### src/rtl/gm64_pkg.sv
// gm64_pkg -- definitions shared by the CPU-to-PSRAM bridge.
//   bridge_state_e : bridge FSM state encoding. The TEST_* states exist only
//                    when GM64_MEMTEST_EN is defined.
//   TEST_PATTERN   : byte written and read back by the power-on self-test.
//   TEST_LEN       : number of consecutive offsets the self-test covers.
//   mem_addr()     : maps a 16-bit CPU address to a 24-bit PSRAM address.
package gm64_pkg;

   typedef enum logic [2:0] {
      ST_IDLE      = 3'd0,
      ST_ISSUE     = 3'd1,
      ST_WAIT_BUSY = 3'd2,
      ST_WAIT_DONE = 3'd3
`ifdef GM64_MEMTEST_EN
      ,
      ST_TEST_WR   = 3'd4,
      ST_TEST_RD   = 3'd5,
      ST_TEST_CHK  = 3'd6
`endif
   } bridge_state_e;

   localparam logic [7:0] TEST_PATTERN = 8'hAA;
   localparam int         TEST_LEN     = 4;

   // The 24-bit sum wraps modulo 2^24, so a large base cannot overflow into
   // a wider address.
   function automatic logic [23:0] mem_addr(input logic [23:0] base,
                                            input logic [15:0] cpu_addr);
      return base + {8'h00, cpu_addr};
   endfunction

endpackage

### src/rtl/bridge_timeout.sv
// bridge_timeout -- cycle counter used to bound one memory access.
//   clkSys  : clock, rising edge
//   rst     : asynchronous reset, active low
//   clr     : synchronous clear; has priority over en
//   en      : count this cycle
//   expired : high during the TIMEOUT-th consecutive enabled cycle
module bridge_timeout #(
   parameter logic [15:0] TIMEOUT = 16'd1024
) (
   input  logic clkSys,
   input  logic rst,
   input  logic clr,
   input  logic en,
   output logic expired
);

   logic [15:0] cnt;

   // The compare is done 17 bits wide so that TIMEOUT = 0 or 1 expires on
   // the first enabled cycle instead of wrapping.
   assign expired = en && (({1'b0, cnt} + 17'd1) >= {1'b0, TIMEOUT});

   always_ff @(posedge clkSys or negedge rst) begin
      if (!rst)
         cnt <= '0;
      else if (clr)
         cnt <= '0;
      else if (en && !expired)
         cnt <= cnt + 16'd1;
   end

endmodule

### src/rtl/cpu_mem_bridge.sv
// cpu_mem_bridge -- turns one-cycle CPU bus strobes into PSRAM controller
// transactions and stalls the CPU until each transaction completes.
//   clkSys, rst                   : clock (rising edge), async active-low reset
//   i_cpuStrobe/Addr/WE/Data      : CPU bus cycle request
//   o_cpuData, o_rdy              : read data returned to the CPU, CPU ready
//   o_cs (active low), o_write,
//   o_address, o_dataToWrite      : one-cycle request to the memory controller
//   i_dataRead, i_busy,
//   i_dataReady                   : memory controller response
//   o_error                       : sticky, set when an access times out
//   o_testDone, o_testFail        : power-on self-test status
// Build option: define GM64_MEMTEST_EN to compile in the power-on self-test.
// Without it, o_testDone is tied to 1 and o_testFail to 0.
module cpu_mem_bridge
   import gm64_pkg::*;
#(
   parameter logic [23:0] BASE_ADDR = 24'h000000,
   parameter logic [15:0] TIMEOUT   = 16'd1024
) (
   input  logic        clkSys,
   input  logic        rst,
   input  logic        i_cpuStrobe,
   input  logic [15:0] i_cpuAddr,
   input  logic        i_cpuWE,
   input  logic [7:0]  i_cpuData,
   output logic [7:0]  o_cpuData,
   output logic        o_rdy,
   output logic        o_cs,
   output logic        o_write,
   output logic [23:0] o_address,
   output logic [7:0]  o_dataToWrite,
   input  logic [7:0]  i_dataRead,
   input  logic        i_busy,
   input  logic        i_dataReady,
   output logic        o_error,
   output logic        o_testDone,
   output logic        o_testFail
);

   localparam logic [2:0] IDLE      = ST_IDLE;
   localparam logic [2:0] ISSUE     = ST_ISSUE;
   localparam logic [2:0] WAIT_BUSY = ST_WAIT_BUSY;
   localparam logic [2:0] WAIT_DONE = ST_WAIT_DONE;
`ifdef GM64_MEMTEST_EN
   localparam logic [2:0] TEST_WR   = ST_TEST_WR;
   localparam logic [2:0] TEST_RD   = ST_TEST_RD;
   localparam logic [2:0] TEST_CHK  = ST_TEST_CHK;
   localparam logic [2:0] RST_STATE = TEST_WR;
   localparam int         OFF_W     = $clog2(TEST_LEN);
`else
   localparam logic [2:0] RST_STATE = IDLE;
`endif

   logic [2:0]  state;
   logic [15:0] addr_q;
   logic        we_q;
   logic [7:0]  wd_q;

   logic        tmo_active;
   logic        expired;
   logic        fin;
   logic        timed_out;
   logic [7:0]  fin_data;

`ifdef GM64_MEMTEST_EN
   logic             test_mode;   // the access in flight belongs to the self-test
   logic [OFF_W-1:0] test_off;
   logic [7:0]       test_rd;
   logic             done_q;
   logic             fail_q;
   assign o_testDone = done_q;
   assign o_testFail = fail_q;
`else
   assign o_testDone = 1'b1;
   assign o_testFail = 1'b0;
`endif

   assign tmo_active = (state == ISSUE) || (state == WAIT_BUSY) || (state == WAIT_DONE);

   // Counter is held cleared whenever no access is in flight, so every
   // access starts counting from zero.
   bridge_timeout #(.TIMEOUT(TIMEOUT)) u_tmo (
      .clkSys  (clkSys),
      .rst     (rst),
      .clr     (!tmo_active),
      .en      (tmo_active),
      .expired (expired)
   );

   // End of the access in flight. A real completion in WAIT_DONE wins over
   // a timeout in the same cycle; a timed-out read returns 8'hFF.
   always_comb begin
      fin       = 1'b0;
      timed_out = 1'b0;
      fin_data  = i_dataRead;
      case (state)
         ISSUE, WAIT_BUSY: begin
            if (expired) begin
               fin       = 1'b1;
               timed_out = 1'b1;
               fin_data  = 8'hFF;
            end
         end
         WAIT_DONE: begin
            if (!i_busy && (we_q || i_dataReady)) begin
               fin = 1'b1;
            end else if (expired) begin
               fin       = 1'b1;
               timed_out = 1'b1;
               fin_data  = 8'hFF;
            end
         end
         default: ;
      endcase
   end

   always_ff @(posedge clkSys or negedge rst) begin
      if (!rst) begin
         state         <= RST_STATE;
         addr_q        <= '0;
         we_q          <= 1'b0;
         wd_q          <= '0;
         o_cs          <= 1'b1;
         o_write       <= 1'b0;
         o_address     <= '0;
         o_dataToWrite <= '0;
         o_cpuData     <= '0;
         o_rdy         <= 1'b0;
         o_error       <= 1'b0;
`ifdef GM64_MEMTEST_EN
         test_mode     <= 1'b1;
         test_off      <= '0;
         test_rd       <= '0;
         done_q        <= 1'b0;
         fail_q        <= 1'b0;
`endif
      end else begin
         // o_cs is only pulled low by the ISSUE branch below, so it can
         // never stay low for two cycles.
         o_cs <= 1'b1;
         if (fin && timed_out)
            o_error <= 1'b1;

         case (state)
            IDLE: begin
               o_rdy <= !i_cpuStrobe;
               if (i_cpuStrobe) begin
                  addr_q <= i_cpuAddr;
                  we_q   <= i_cpuWE;
                  wd_q   <= i_cpuData;
                  state  <= ISSUE;
               end
            end
            ISSUE: begin
               if (!fin && !i_busy) begin
                  o_cs          <= 1'b0;
                  o_address     <= mem_addr(BASE_ADDR, addr_q);
                  o_write       <= we_q;
                  o_dataToWrite <= wd_q;
                  state         <= WAIT_BUSY;
               end
            end
            WAIT_BUSY: begin
               if (!fin && i_busy)
                  state <= WAIT_DONE;
            end
            WAIT_DONE: ;
`ifdef GM64_MEMTEST_EN
            TEST_WR: begin
               addr_q <= 16'(test_off);
               we_q   <= 1'b1;
               wd_q   <= TEST_PATTERN;
               state  <= ISSUE;
            end
            TEST_RD: begin
               we_q  <= 1'b0;
               state <= ISSUE;
            end
            TEST_CHK: begin
               // A mismatch parks the FSM here for good: o_rdy stays low.
               if (test_rd != TEST_PATTERN) begin
                  fail_q <= 1'b1;
                  done_q <= 1'b1;
               end else if (test_off == OFF_W'(TEST_LEN - 1)) begin
                  done_q    <= 1'b1;
                  test_mode <= 1'b0;
                  state     <= IDLE;
               end else begin
                  test_off <= test_off + 1'b1;
                  state    <= TEST_WR;
               end
            end
`endif
            default: state <= IDLE;
         endcase

         // Completion overrides any state update made above.
         if (fin) begin
`ifdef GM64_MEMTEST_EN
            if (test_mode) begin
               if (!we_q)
                  test_rd <= fin_data;
               state <= we_q ? TEST_RD : TEST_CHK;
            end else
`endif
            begin
               if (!we_q)
                  o_cpuData <= fin_data;
               o_rdy <= 1'b1;
               state <= IDLE;
            end
         end
      end
   end

endmodule
### config.mk
export PLATFORM = sky130hd
export DESIGN_NAME = cpu_mem_bridge
export DESIGN_NICKNAME = d
export VERILOG_FILES = /design/src/rtl/gm64_pkg.sv /design/src/rtl/bridge_timeout.sv /design/src/rtl/cpu_mem_bridge.sv
export SDC_FILE = /design/constraint.sdc
export NUM_CORES = 1
export LEC_CHECK = 0
export BUFFER_PORTS_ARGS = -buffer_cell sky130_fd_sc_hd__buf_2
export CORE_MARGIN = 2
export CORE_UTILIZATION = 50
export CTS_CLUSTER_SIZE = 8
export DETAILED_ROUTE_END_ITERATION = 8
export PLACE_DENSITY = 0.85
export SLEW_MARGIN = 20
export SYNTH_ARGS = -nofsm -noshare
export SYNTH_HDL_FRONTEND = slang
export SYNTH_SLANG_ARGS = --single-unit
### constraint.sdc
create_clock -name clkSys -period 7 [get_ports clkSys]
set_input_delay 0.7 -clock clkSys [delete_from_list [all_inputs] [get_ports clkSys]]
set_output_delay 0.7 -clock clkSys [all_outputs]
set_load 0.01 [all_outputs]
; ---- Word-level counts from Yosys, hierarchy flattened
; Cells that the tools add are included.
; W data, S select, Z words.
[word_totals]
elab_cells = 63
reg_bits = 80
in_bits = 38
output_inout_bits = 46
[op_classes]
reduce_logical = 20
magnitude_cmp = 1
eq_ne = 8
n_bitwise = 1
mux = 19
addsub = 2
[op_table]
columns = op, n
row1 = $mux W16, 2
row2 = $add A16 B1 Y17 const B, 1
row3 = $ge A17 B11 Y1 const B, 1
row4 = $add A16 B1 Y16 const B, 1
row5 = $mux W8, 2
row6 = $pmux W8 S2, 1
row7 = $mux W3, 4
row8 = $pmux W3 S4, 1
row9 = $mux W1, 7
row10 = $eq A3 B2 Y1 const B, 2
row11 = $logic_and A1 B1 Y1, 6
row12 = $ne A3 B2 Y1 const B, 2
row13 = $reduce_and A2 Y1, 3
row14 = $logic_not A1 Y1, 4
row15 = $ne A2 B2 Y1 const B, 2
row16 = $pmux W1 S2, 2
row17 = $reduce_and A4 Y1, 1
row18 = $eq A3 B1 Y1 const B, 1
row19 = $logic_not A3 Y1, 1
row20 = $logic_or A1 B1 Y1, 3
row21 = $ne A3 B3 Y1 const B, 1
row22 = $reduce_bool A2 Y1, 1
row23 = $reduce_or A2 Y1, 1
row24 = $not A1 Y1, 1

; ---- Depth between registers and ports, before layout
; Gate-level depths: netlist of the first run.
[logic_depth]
ltp_word = 12
mapped_depth = 9

; ---- Cells and area by module
; A second synthesis of the first run with hierarchy kept.
[hier_totals]
cells_unflattened = 287
area_unflattened_um2 = 3751.1
[modules_own_cells]
columns = mod, area_per_inst_um2, cells_per_inst, instances
row1 = cpu_mem_bridge, 2847.7, 201, 1
row2 = bridge_timeout, 903.4, 86, 1

; ---- Worst setup path before layout of the first run
; Ideal clock, no wire load.
[synth_timing]
path_kind = register to register
from = register u_tmo.cnt[2]
to = register o_address[10]
setup_ps = 125
slack_ps = 4584
path_stages_with_launch = 9
arrival_time_ps = 2292
required_ps = 6875
cell_sequence = dfrtp_1 -> and4_1 -> nand3_1 -> o31a_1 -> a211oi_2 -> a211oi_1 -> nor3_4 -> buf_4 -> mux2_2
[synth_via]
elab_chain_cells = 9
[synth_rtl]
columns = item, line_no
row1 = start: declaration, bridge_timeout.sv:17  ; logic [15:0] cnt;
row2 = start signal: assignment, bridge_timeout.sv:29  ; cnt <= cnt + 16'd1;
row3 = $add A16 B1 Y17 (*), bridge_timeout.sv:21  ; assign expired = en && (({1'b0, cnt} + 17'd1) >= {1'b0, TIMEOUT});
row4 = $ge A17 B11 Y1 (*), bridge_timeout.sv:21
row5 = $logic_and A1 B1 Y1 (*), bridge_timeout.sv:21
row6 = $mux W1 (*), "cpu_mem_bridge.sv:98, cpu_mem_bridge.sv:107"
row7 = $mux W1, cpu_mem_bridge.sv:105  ; if (!i_busy && (we_q || i_dataReady)) begin
row8 = $pmux W1 S2 (*), cpu_mem_bridge.sv:96  ; case (state)
row9 = $logic_not A1 Y1 (*), cpu_mem_bridge.sv:155  ; if (!fin && !i_busy) begin
row10 = $logic_and A1 B1 Y1 (*), cpu_mem_bridge.sv:155
row11 = $reduce_and A2 Y1 (no line) (*), -
row12 = end signal: assignment, cpu_mem_bridge.sv:157  ; o_address <= mem_addr(BASE_ADDR, addr_q);
row13 = end: declaration, cpu_mem_bridge.sv:30  ; output logic [23:0] o_address,
; Every way passes the cells marked *; elsewhere a longest branch is shown, timed or not.
; A chain may end at the register's enable or synchronous reset.

; ---- Final worst setup path of the first run
[layout_timing]
from = register u_tmo.cnt[2]
to = register o_write
[layout_via]
elab_chain_cells = 9
[layout_rtl]
columns = item, line_no
row1 = $add A16 B1 Y17 (*), bridge_timeout.sv:21
row2 = $ge A17 B11 Y1 (*), bridge_timeout.sv:21
row3 = $logic_and A1 B1 Y1 (*), bridge_timeout.sv:21
row4 = $mux W1 (*), "cpu_mem_bridge.sv:98, cpu_mem_bridge.sv:107"
row5 = $mux W1, cpu_mem_bridge.sv:105
row6 = $pmux W1 S2 (*), cpu_mem_bridge.sv:96
row7 = $logic_not A1 Y1 (*), cpu_mem_bridge.sv:155
row8 = $logic_and A1 B1 Y1 (*), cpu_mem_bridge.sv:155
row9 = $reduce_and A2 Y1 (no line) (*), -
row10 = end signal: assignment, cpu_mem_bridge.sv:158  ; o_write <= we_q;
row11 = end: declaration, cpu_mem_bridge.sv:29  ; output logic o_write,
; Marks and branches as above.

==> summary.txt, run 1 <==
Route
  – Avg WL per Cell: between 15 and 20 um
  – Initial DRC Count: between 200 and 300
  – Vias: 2305
  – Vias per cell: approximately 5.3
  – Pre-antenna DRT Iters: 4
  – DRT Wirelength: about 6.5 mm
  – Post-route DRC: 0
  – Final ANT Viol Nets: 0

CTS
  – CTS sink count: a little under 80
  – Clk_lat worst skew: ~350 ps
  – Max Buffers Root-to-Sink: 2
  – Setup Fix Bufs, Post-CTS: 0
  – Worst-path clk slew: around 80 ps
  – CTS Buf Count: 9
  – CTS tree: yes
  – Hold-fix buffers, CTS: 0
  – Clock root cell: clkbuf_8
  – PostCTS Resize Cnt: 0
  – H-tree depth: 3

Placed design
  – Worst slack, placed: about 3600 ps
  – Routability cong.: 0.886
  – Port-buffer cells: 73
  – Post-DP HPWL: around 4.5 mm

Global routing
  – Total gr overflow: 0
  – GRT Overall Usage: between 10% and 20%
  – GR peak layer: met2
  – M3 GR Usage: under 10%
  – Largest net degree at the start of global routing: 80
  – GR Layer Usage met1: between 20% and 30%
  – Vias in the first global route: around 2400
  – First-pass GRT wire length: approximately 11 mm
  – Met2 Usage GRT: around 29%
  – Initial antenna violation count: 0

Setup path
  – CP Class: reg -> reg
  – Crit. End Element: flop
  – CP Cell Sequence: and4_1 -> nand3_1 -> o31a_1 -> a211oi_2 -> a211oi_1 -> nor3_4 -> inv_2 -> mux2_2
  – Worst EP arrival: 3720 ps
  – Startpoint types: flop
  – Critical path required time: 7230 ps
  – Slowest stage delay, CP: 730 ps
  – Crit-path max FO: 17
  – Crit path max-delay cell type: nor3_4

Layout
  – Register area: approximately 0.002 sq mm
  – Area of the multi-input gates: between 0.001 and 0.0015 sq mm
  – Diode count: 0
  – Nets: 390
  – Filler cells: 545
  – Layout area overhead: 18.0%
  – Layout cells sized above 1: between 40% and 50%

Run
  – MaxCap Viol Count: 0

Timing
  – Actual slew at the worst max-slew pin: roughly 960 ps
  – Period utilization: 49.8%
  – Max Clock Freq: approximately 290 MHz
  – Final Skew: a little under 7 ps
  – Fin. Hold Viols: 0
  – Final min period: 3490 ps
  – Slew margin rel.: 36.3%
  – RSZ-0062 raised after global routing: false
  – Setup TNS: 0 ps
  – Fin worst setup slack: approximately 3500 ps
  – Final setup viols: 0
  – Final Max Slew Viols: 0

Floorplanning
  – Ports: 84
  – Die area: 0.00762 sq mm
  – Core Footprint: between 0.006 and 0.007 sq mm
  – Num rows: 30
  – Starting Density: about half
  – Die Y: approximately 87 um
  – Die Wd: roughly 87 um

Synthesis
  – Synth top area cells: dfrtp_1 (56%), mux2_2 (16%), buf_4 (2.4%)
  – Number of synthesized flops with an enable pin: 0
  – Syn. warnings: 0
  – Post-synth top area share: 56.3%
  – Yosys reg bits: 79
  – Synthesized cell area: 0.00347 sq mm
  – Seq/Total Area, Yosys: between 50% and 60%
  – Synth Area per Inst: between 10 and 15 sq um
  – Synth Flop Type: dfrtp_1
  – Synth area leader: dfrtp_1
  – Syn Inst Count: ~270
  – Ys async rst share: 100%
  – Post-synthesis cell type count: 46

Pwr
  – P_leak: a little under 0.002 uW
  – VDD IR max: around 250 uV
  – P per Cell Area: roughly 430 mW/mm^2

Status
  – Status: finished, final reports clean

Hold path
  – Hold crit path type: reg -> reg
worst max-delay path, delay by kind of cell (launching register included):
family                 cells  cell delay, ps
DFF                        1             440
AOI/OAI and AO/OA          3            1220
buffers and inverters      1             260
and+or+nand+nor            3            1110
muxes                      1             340
flip-flops by register name (all words and copies together) (netlist names):
name and cells:
o_cs 1, o_cpuData 8, o_address 16, o_write 1
o_error 1, o_dataToWrite 8, u_tmo.cnt 16, we_q 1
state 2, wd_q 8, addr_q 16, o_rdy 1
Yosys cell counts (all sizes together), types with 2 or more instances:
cell / n
and3: 2
mux2: 50
nand4: 9
mux2i: 3
a21boi: 2
nand3: 5
o21ai: 2
nor4: 3
dfrtp: 78
nor2b: 2
nand2: 13
a2bb2oi: 8
clkbuf: 6
nor2: 18
inv: 7
xnor2: 2
ha: 6
conb: 2
a21o: 2
and2: 10
buf: 13
nor3: 3
xor2: 7
a211oi: 4
final timing paths:
kind | start | to | slack (ps) | cells after the start
min in group asynchronous | rst | o_address[15] | 480 | 1
min reg2reg | o_error | o_error | 470 | 1
max in group asynchronous | rst | addr_q[1] | 5880 | 1
max | u_tmo.cnt[2] | o_write | 3510 | 8
min | o_error | o_error | 470 | 1
max reg2reg | u_tmo.cnt[2] | o_write | 3510 | 8
logic make-up after synthesis:
logic type	after synthesis	share of synthesized area (%)
DFF	79	57.0
xor gates and xnor gates	9	2.27
AOI/OAI and AO/OA	26	6.06
adders and majority gates	6	2.16
and+or+nand+nor	71	11.1
other	2	0.216
muxes	53	17.1
buffers and inverters	26	4.04
per-layer routing:
layer	up-vias	part of all wire, %
met3	15	5.6
met5	-	0
met2	67	50
met1	1147	42
li1	1076	-
met4	0	2.5
power by group:
part           total, uW  internal (uW)  switching [uW]
Clock                384            222             162
Combinational        600            308             292
Sequential           760            652             108
Total               1740           1180             562
placed cells by master, fill, tap and decap left out, drive strengths merged, types with 2 or more instances in the layout:
cell type   n
dfrtp      78
and3        2
a21boi      2
conb       10
o21ai       2
a211oi      4
buf        74
nor3        3
clkbuf     12
bufinv      2
nor2       18
and2       10
nand4       9
a2bb2oi     8
a21o        2
nand2      13
mux2       50
ha          6
xor2        7
nor4        3
inv         8
nand3       5
mux2i       3
nor2b       2
xnor2       2
per-stage QoR:
stage	area (sq um)	utilization (%)	hold slack [ps]	cells	power [uW]
floorplan	3500	-	404	280	1170
global placement	3860	57.1	442	415	1340
detailed placement	3860	57.1	455	415	1370
CTS	4090	60.6	474	431	1770
global route	4100	60.6	481	431	1860
finish	4100	60.6	465	431	1740
layout make-up:
class	instances	share of cell area [%]
clock buffers	12	3.79
well taps	80	2.44
repair buffers	74	9.17
flip-flops and latches	79	48.3
inverters	7	0.642
multi-input cells	175	33.8
clock inverters	4	1.86
Power figures use the tool's default switching activity.
==> run 2, diff against run 1 <==
--- a/config.mk
+++ b/config.mk
@@ -7,10 +7,10 @@
 export LEC_CHECK = 0
 export BUFFER_PORTS_ARGS = -buffer_cell sky130_fd_sc_hd__buf_2
 export CORE_MARGIN = 2
-export CORE_UTILIZATION = 50
+export CORE_UTILIZATION = 48
 export CTS_CLUSTER_SIZE = 8
 export DETAILED_ROUTE_END_ITERATION = 8
-export PLACE_DENSITY = 0.85
+export PLACE_DENSITY = 0.86
 export SLEW_MARGIN = 20
 export SYNTH_ARGS = -nofsm -noshare
 export SYNTH_HDL_FRONTEND = slang
==> constraint.sdc (replaced) <==
create_clock -name clkSys -period 2.8 [get_ports clkSys]
set_input_delay 0.28 -clock clkSys [delete_from_list [all_inputs] [get_ports clkSys]]
set_output_delay 0.28 -clock clkSys [all_outputs]
set_load 0.01 [all_outputs]
==> run 2 against run 1 <==
Net effect:
- clock skew up 2.6 ps
- register-to-register slack worse by 3200 ps
- largest cell class unchanged
- flip-flop and latch count unchanged
- sequential power rose to 2.5 times the previous value
- critical path depth unchanged
- fmax up 40%
==> summary.txt, run 2 (synthesis gave the netlist of run 1 again) <==
Status
  – Status: finished, final reports clean

Hold path
  – Hold crit path type: in -> async

CTS
  – Max Buffers Root-to-Sink: 2
  – Clk_lat worst skew: 340 ps
  – Clock root cell: clkbuf_8
  – H-tree depth: 3
  – Hold-fix buffers, CTS: 0
  – PostCTS Resize Cnt: 0
  – CTS tree: yes
  – Worst-path clk slew: approximately 70 ps
  – Setup Fix Bufs, Post-CTS: 0
  – CTS Buf Count: 9
  – CTS sink count: 79

Placed design
  – Port-buffer cells: 73
  – Worst slack, placed: about 320 ps
  – Post-DP HPWL: 4.74 mm
  – Routability cong.: a little over 0.8

Pwr
  – VDD IR max: about 550 uV
  – Sequential power share: between 40% and 50%
  – Gate power share: about 37%
  – Internal: around 2800 uW
  – Switch share: 33.2%
  – P per Cell Area: approximately 1000 mW/mm^2
  – Switching power: roughly 1400 uW
  – P_leak: approximately 0.0020 uW
  – Power share of the clock group: a little under a fifth

Floorplanning
  – Die area: a little under 0.008 sq mm
  – Ports: 84
  – Num rows: 30
  – Die Wd: ~89 um
  – Core Footprint: roughly 0.0069 sq mm
  – Starting Density: approximately half
  – Die Y: a little under 90 um

Setup path
  – CP Class: reg -> reg
  – Startpoint types: flop
  – Reg2Reg Capture Point: o_dataToWrite[2]
  – R2R setup slack: around 320 ps
  – Critical path required time: just over 3000 ps
  – Crit-path max FO: 10
  – Worst EP arrival: 2710 ps
  – R2r worst-path depth: 8
  – Crit. End Element: flop
  – FF-to-FF Start: u_tmo.cnt[2]

Route
  – Avg WL per Cell: around 15 um
  – Final ANT Viol Nets: 0
  – Initial DRC Count: approximately 140
  – Post-route DRC: 0
  – Vias: roughly 2300
  – Vias per cell: ~5.2
  – Pre-antenna DRT Iters: 4
  – DRT Wirelength: roughly 6.7 mm

Global routing
  – Initial antenna violation count: 0
  – Largest net degree at the start of global routing: 80
  – GRT Overall Usage: a little under a fifth
  – Total gr overflow: 0
  – First-pass GRT wire length: around 11 mm
  – Vias in the first global route: approximately 2400

Layout
  – Layout area overhead: 18.5%
  – Most common cell after layout, fill and taps aside: dfrtp_1
  – Layout cells sized above 1: between 40% and 50%
  – Nets: 397
  – Largest regs: addr_q (16), o_address (16), u_tmo.cnt (16)
  – Diode count: 0
  – Commonest cells after routing, fill and taps aside: dfrtp_1 (78), buf_2 (72), mux2_2 (49), nor2_1 (18), nand2_1 (13)

Timing
  – Actual slew at the worst max-slew pin: around 960 ps
  – Fin worst setup slack: about 320 ps
  – Setup TNS: 0 ps
  – RSZ-0062 raised after global routing: false
  – Final Max Slew Viols: 0
  – Final setup viols: 0
  – Max Clock Freq: between 400 and 500 MHz
  – Final Skew: just over 9 ps
  – Period utilization: 88.7%
  – Slew margin rel.: 35.7%
  – Final min period: about 2500 ps
  – Fin. Hold Viols: 0

Run
  – MaxCap Viol Count: 0
## run 2: power groups by stage
stage	Combinational, uW	Clock, uW	Sequential [uW]
after floorplan	932	0	1990
after global placement	1490	0	1890
after detailed placement	1560	0	1920
after CTS	1570	803	1910
after global routing	1710	845	1970
final	1550	782	1910
## run 2: final cells by class
cell class	instances	area (sq um)
Clock inverter	4	47.5
Multi-Input combinational cell	175	1380
Timing Repair Buffer	81	428
Inverter	7	26.3
Clock buffer	11	131
Sequential cell	79	1980
Tap cell	96	120
Fill cell	577	2790
## run 2: worst max-delay path by stage
stage	from	endpoint	depth (start not counted)
floorplan	u_tmo.cnt[2]	o_address[10]	8
global placement	u_tmo.cnt[2]	o_dataToWrite[6]	8
detailed placement	u_tmo.cnt[6]	o_dataToWrite[2]	8
CTS	u_tmo.cnt[6]	o_dataToWrite[2]	8
global route	u_tmo.cnt[4]	o_dataToWrite[0]	8
finish	u_tmo.cnt[2]	o_dataToWrite[2]	8
## run 2: per-layer routing
layer	share of wire, %	track usage (%)
met1	42	22.5
met2	51	30.8
met3	4.8	4.80
met4	1.3	8.01
met5	0	0
## run 2: critical path: stages (launching register included)
cell,delay [ps]
dfrtp_1,430
nand3_1,160
nor4_2,330
mux2i_1,250
a211oi_2,90
a211oi_1,440
nor3_4,90
inv_2,200
mux2_2,360
## run 2: stage by stage
stage | cell area, sq um | hold WS (ps) | total power, uW | util (%) | std cells
floorplan | 3500 | -15.6 | 2920 | - | 280
global placement | 3930 | 454 | 3380 | 57.0 | 438
detailed placement | 3930 | 472 | 3490 | 57.0 | 438
finish | 4110 | 69.5 | 4240 | 59.5 | 453
global route | 4110 | 150 | 4530 | 59.5 | 453
CTS | 4110 | 118 | 4280 | 59.5 | 453
==> run 3, diff against run 2 <==
--- a/config.mk
+++ b/config.mk
@@ -5,7 +5,7 @@
 export SDC_FILE = /design/constraint.sdc
 export NUM_CORES = 1
 export LEC_CHECK = 0
-export BUFFER_PORTS_ARGS = -buffer_cell sky130_fd_sc_hd__buf_2
+export BUFFER_PORTS_ARGS = -buffer_cell sky130_fd_sc_hd__buf_4
 export CORE_MARGIN = 2
 export CORE_UTILIZATION = 48
 export CTS_CLUSTER_SIZE = 8
@@ -15,3 +15,4 @@
 export SYNTH_ARGS = -nofsm -noshare
 export SYNTH_HDL_FRONTEND = slang
 export SYNTH_SLANG_ARGS = --single-unit
+export TNS_END_PERCENT = 1
==> run 3 against run 2 <==
Net effect:
- die area unchanged
- sequential share of layout area shrank 2.2 points
- clock skew grew 3.5 ps
- sequential power is essentially flat
- total power up 4.8%
- flip-flop and latch count unchanged
- worst setup slack worse by 10 ps
- count of clock-buffer cells in the layout rose by 1
- largest cell class unchanged
- critical path type unchanged
==> summary.txt, run 3 (synthesis gave the netlist of run 1 again) <==
Layout
  – Commonest cells after routing, fill and taps aside: buf_4 (80), dfrtp_1 (78), mux2_2 (49), nor2_1 (18), nand2_1 (13)
  – Largest regs: addr_q (16), o_address (16), u_tmo.cnt (16)
  – Register area: just under 0.002 sq mm
  – Final instance area: around 0.0043 sq mm
  – Post-route insts no fill: 453
  – Layout cells sized above 1: between 40% and 50%
  – Most common cell after layout, fill and taps aside: buf_4
  – Nets: a little under 400
  – Area of the multi-input gates: roughly 0.0014 sq mm
  – Layout area overhead: 24.1%
  – Diode count: 0
  – Filler cells: between 500 and 600

Timing
  – Final min period: around 2500 ps
  – Final Max Slew Viols: 0
  – Slew margin rel.: 36.6%
  – RSZ-0062 raised after global routing: false
  – Setup TNS: 0 ps
  – Final setup viols: 0
  – Actual slew at the worst max-slew pin: 951 ps
  – Max Clock Freq: roughly 400 MHz
  – Final Skew: 12.9 ps
  – Period utilization: 89.1%
  – Fin. Hold Viols: 0

Placed design
  – Placed insts: 437
  – Post-DP HPWL: between 4 and 5 mm
  – Placed cell area: slightly above 0.004 sq mm
  – Port-buffer cells: 73
  – Routability cong.: between 0.7 and 0.8

Floorplanning
  – Die area: around 0.0079 sq mm
  – Starting Density: around 50%
  – Die Wd: roughly 89 um
  – Num rows: 30
  – Ports: between 80 and 90
  – Die Y: 89.0 um
  – Core Footprint: 0.00691 sq mm

Route
  – Post-route DRC: 0
  – Initial DRC Count: about 140
  – Final ANT Viol Nets: 0
  – Pre-antenna DRT Iters: 4
  – Vias per cell: slightly above 5
  – Avg WL per Cell: about 14 um
  – Vias: between 2000 and 2500
  – DRT Wirelength: roughly 6.5 mm

Setup path
  – Startpoint types: flop
  – FF-to-FF Start: u_tmo.cnt[2]
  – R2r worst-path depth: 8
  – Crit. End Element: flop
  – Reg2Reg Capture Point: o_write
  – Critical path required time: slightly above 3000 ps
  – Bufs and invs on worst path: 1
  – Setup crit start: u_tmo.cnt[2]
  – Slowest stage delay, CP: approximately 440 ps
  – CP Cell Sequence: nand3_1 -> nor4_2 -> mux2i_1 -> a211oi_2 -> a211oi_1 -> nor3_4 -> inv_2 -> mux2_2
  – R2R setup slack: ~310 ps
  – Crit-path max FO: 10
  – CP Depth: 8
  – Crit path max-delay cell type: a211oi_1
  – CP delay by family, top: multiplexers
  – Worst setup endpoint: o_write
  – CP Class: reg -> reg
  – Worst EP arrival: approximately 2700 ps

Global routing
  – Largest net degree at the start of global routing: 80
  – Vias in the first global route: between 2000 and 2500
  – Initial antenna violation count: 0
  – GRT Overall Usage: between 15 and 20%
  – Total gr overflow: 0
  – First-pass GRT wire length: 10.7 mm

Pwr
  – P per Cell Area: ~1000 mW/mm^2
  – Switch share: 32.2%
  – P_leak: 0.00204 uW
  – Power share of the clock group: 19.1%
  – Internal: 3010 uW
  – Switching power: ~1400 uW
  – Gate power share: a little under two fifths
  – Sequential power share: between 40 and 50%
  – VDD IR max: around 630 uV

CTS
  – Setup Fix Bufs, Post-CTS: 0
  – PostCTS Resize Cnt: 0
  – CTS tree: yes
  – Clk_lat worst skew: roughly 350 ps
  – Hold-fix buffers, CTS: 0
  – Clock root cell: clkbuf_8
  – Worst-path clk slew: approximately 80 ps
  – CTS sink count: between 70 and 80
  – H-tree depth: 3
  – Max Buffers Root-to-Sink: 2
  – CTS Buf Count: 9

Hold path
  – Hold crit path type: in -> async

Run
  – MaxCap Viol Count: 0

Status
  – Status: finished, final reports clean
run 3: cell count changes in the layout (fill, tap and decap cells not counted):
cell	change
clkinv_2	-2
clkinv_4	+1
clkbuf_8	+1
buf_4	+71
inv_6	+1
buf_2	-72
run 3: worst min path at each step:
stage                   from  slack [ps]       endpoint
2_1_floorplan            rst         -20      addr_q[0]
3_3_place_gp         o_error         460        o_error
3_5_place_dp   o_address[14]         480  o_address[14]
4_1_cts                  rst         100     addr_q[15]
5_1_grt         i_cpuAddr[6]         120      addr_q[6]
6_report                 rst          70     addr_q[15]
run 3: layout make-up:
class                   count  area share (%)
repair buffers             80            13.9
clock buffers              12            3.37
inverters                   7           0.610
multi-input cells         175            32.1
well taps                  96            2.79
flip-flops and latches     79            45.9
clock inverters             4            1.28
run 3: per-stage QoR:
| stage | hold slack (ps) | util (%) | total power [uW] | worst slack, ps |
|---|---|---|---|---|
| 4_1_cts | 103 | 62.4 | 4500 | 291 |
| 2_1_floorplan | -15.6 | - | 2920 | 384 |
| 5_1_grt | 124 | 62.4 | 4730 | 127 |
| 3_5_place_dp | 482 | 59.5 | 3630 | 313 |
| 3_3_place_gp | 456 | 59.5 | 3540 | 386 |
| 6_report | 69.8 | 62.4 | 4440 | 306 |
run 3: routing by layer:
layer	GRT usage, %	up-vias	part of all wire (%)
li1	-	1096	-
met5	0	-	0
met4	8.01	0	0.64
met1	21.7	1119	42
met2	29.4	64	51
met3	7.11	4	6.7
run 3: power by group through the flow:
stage	Clock, uW	Sequential, uW	Combinational (uW)
finish	846	1910	1690
global route	923	1970	1840
CTS	878	1910	1710
detailed placement	0	1930	1700
global placement	0	1900	1640
floorplan	0	1990	932
run 3: worst register-to-register path: cells and delay by family, from the launching register on:
| family | cells | cell delay, ps |
|---|---|---|
| buffers and inverters | 1 | 200 |
| flip-flops | 1 | 430 |
| AND/OR/NAND/NOR | 3 | 580 |
| multiplexers | 2 | 630 |
| AO/OA/AOI/OAI | 2 | 540 |
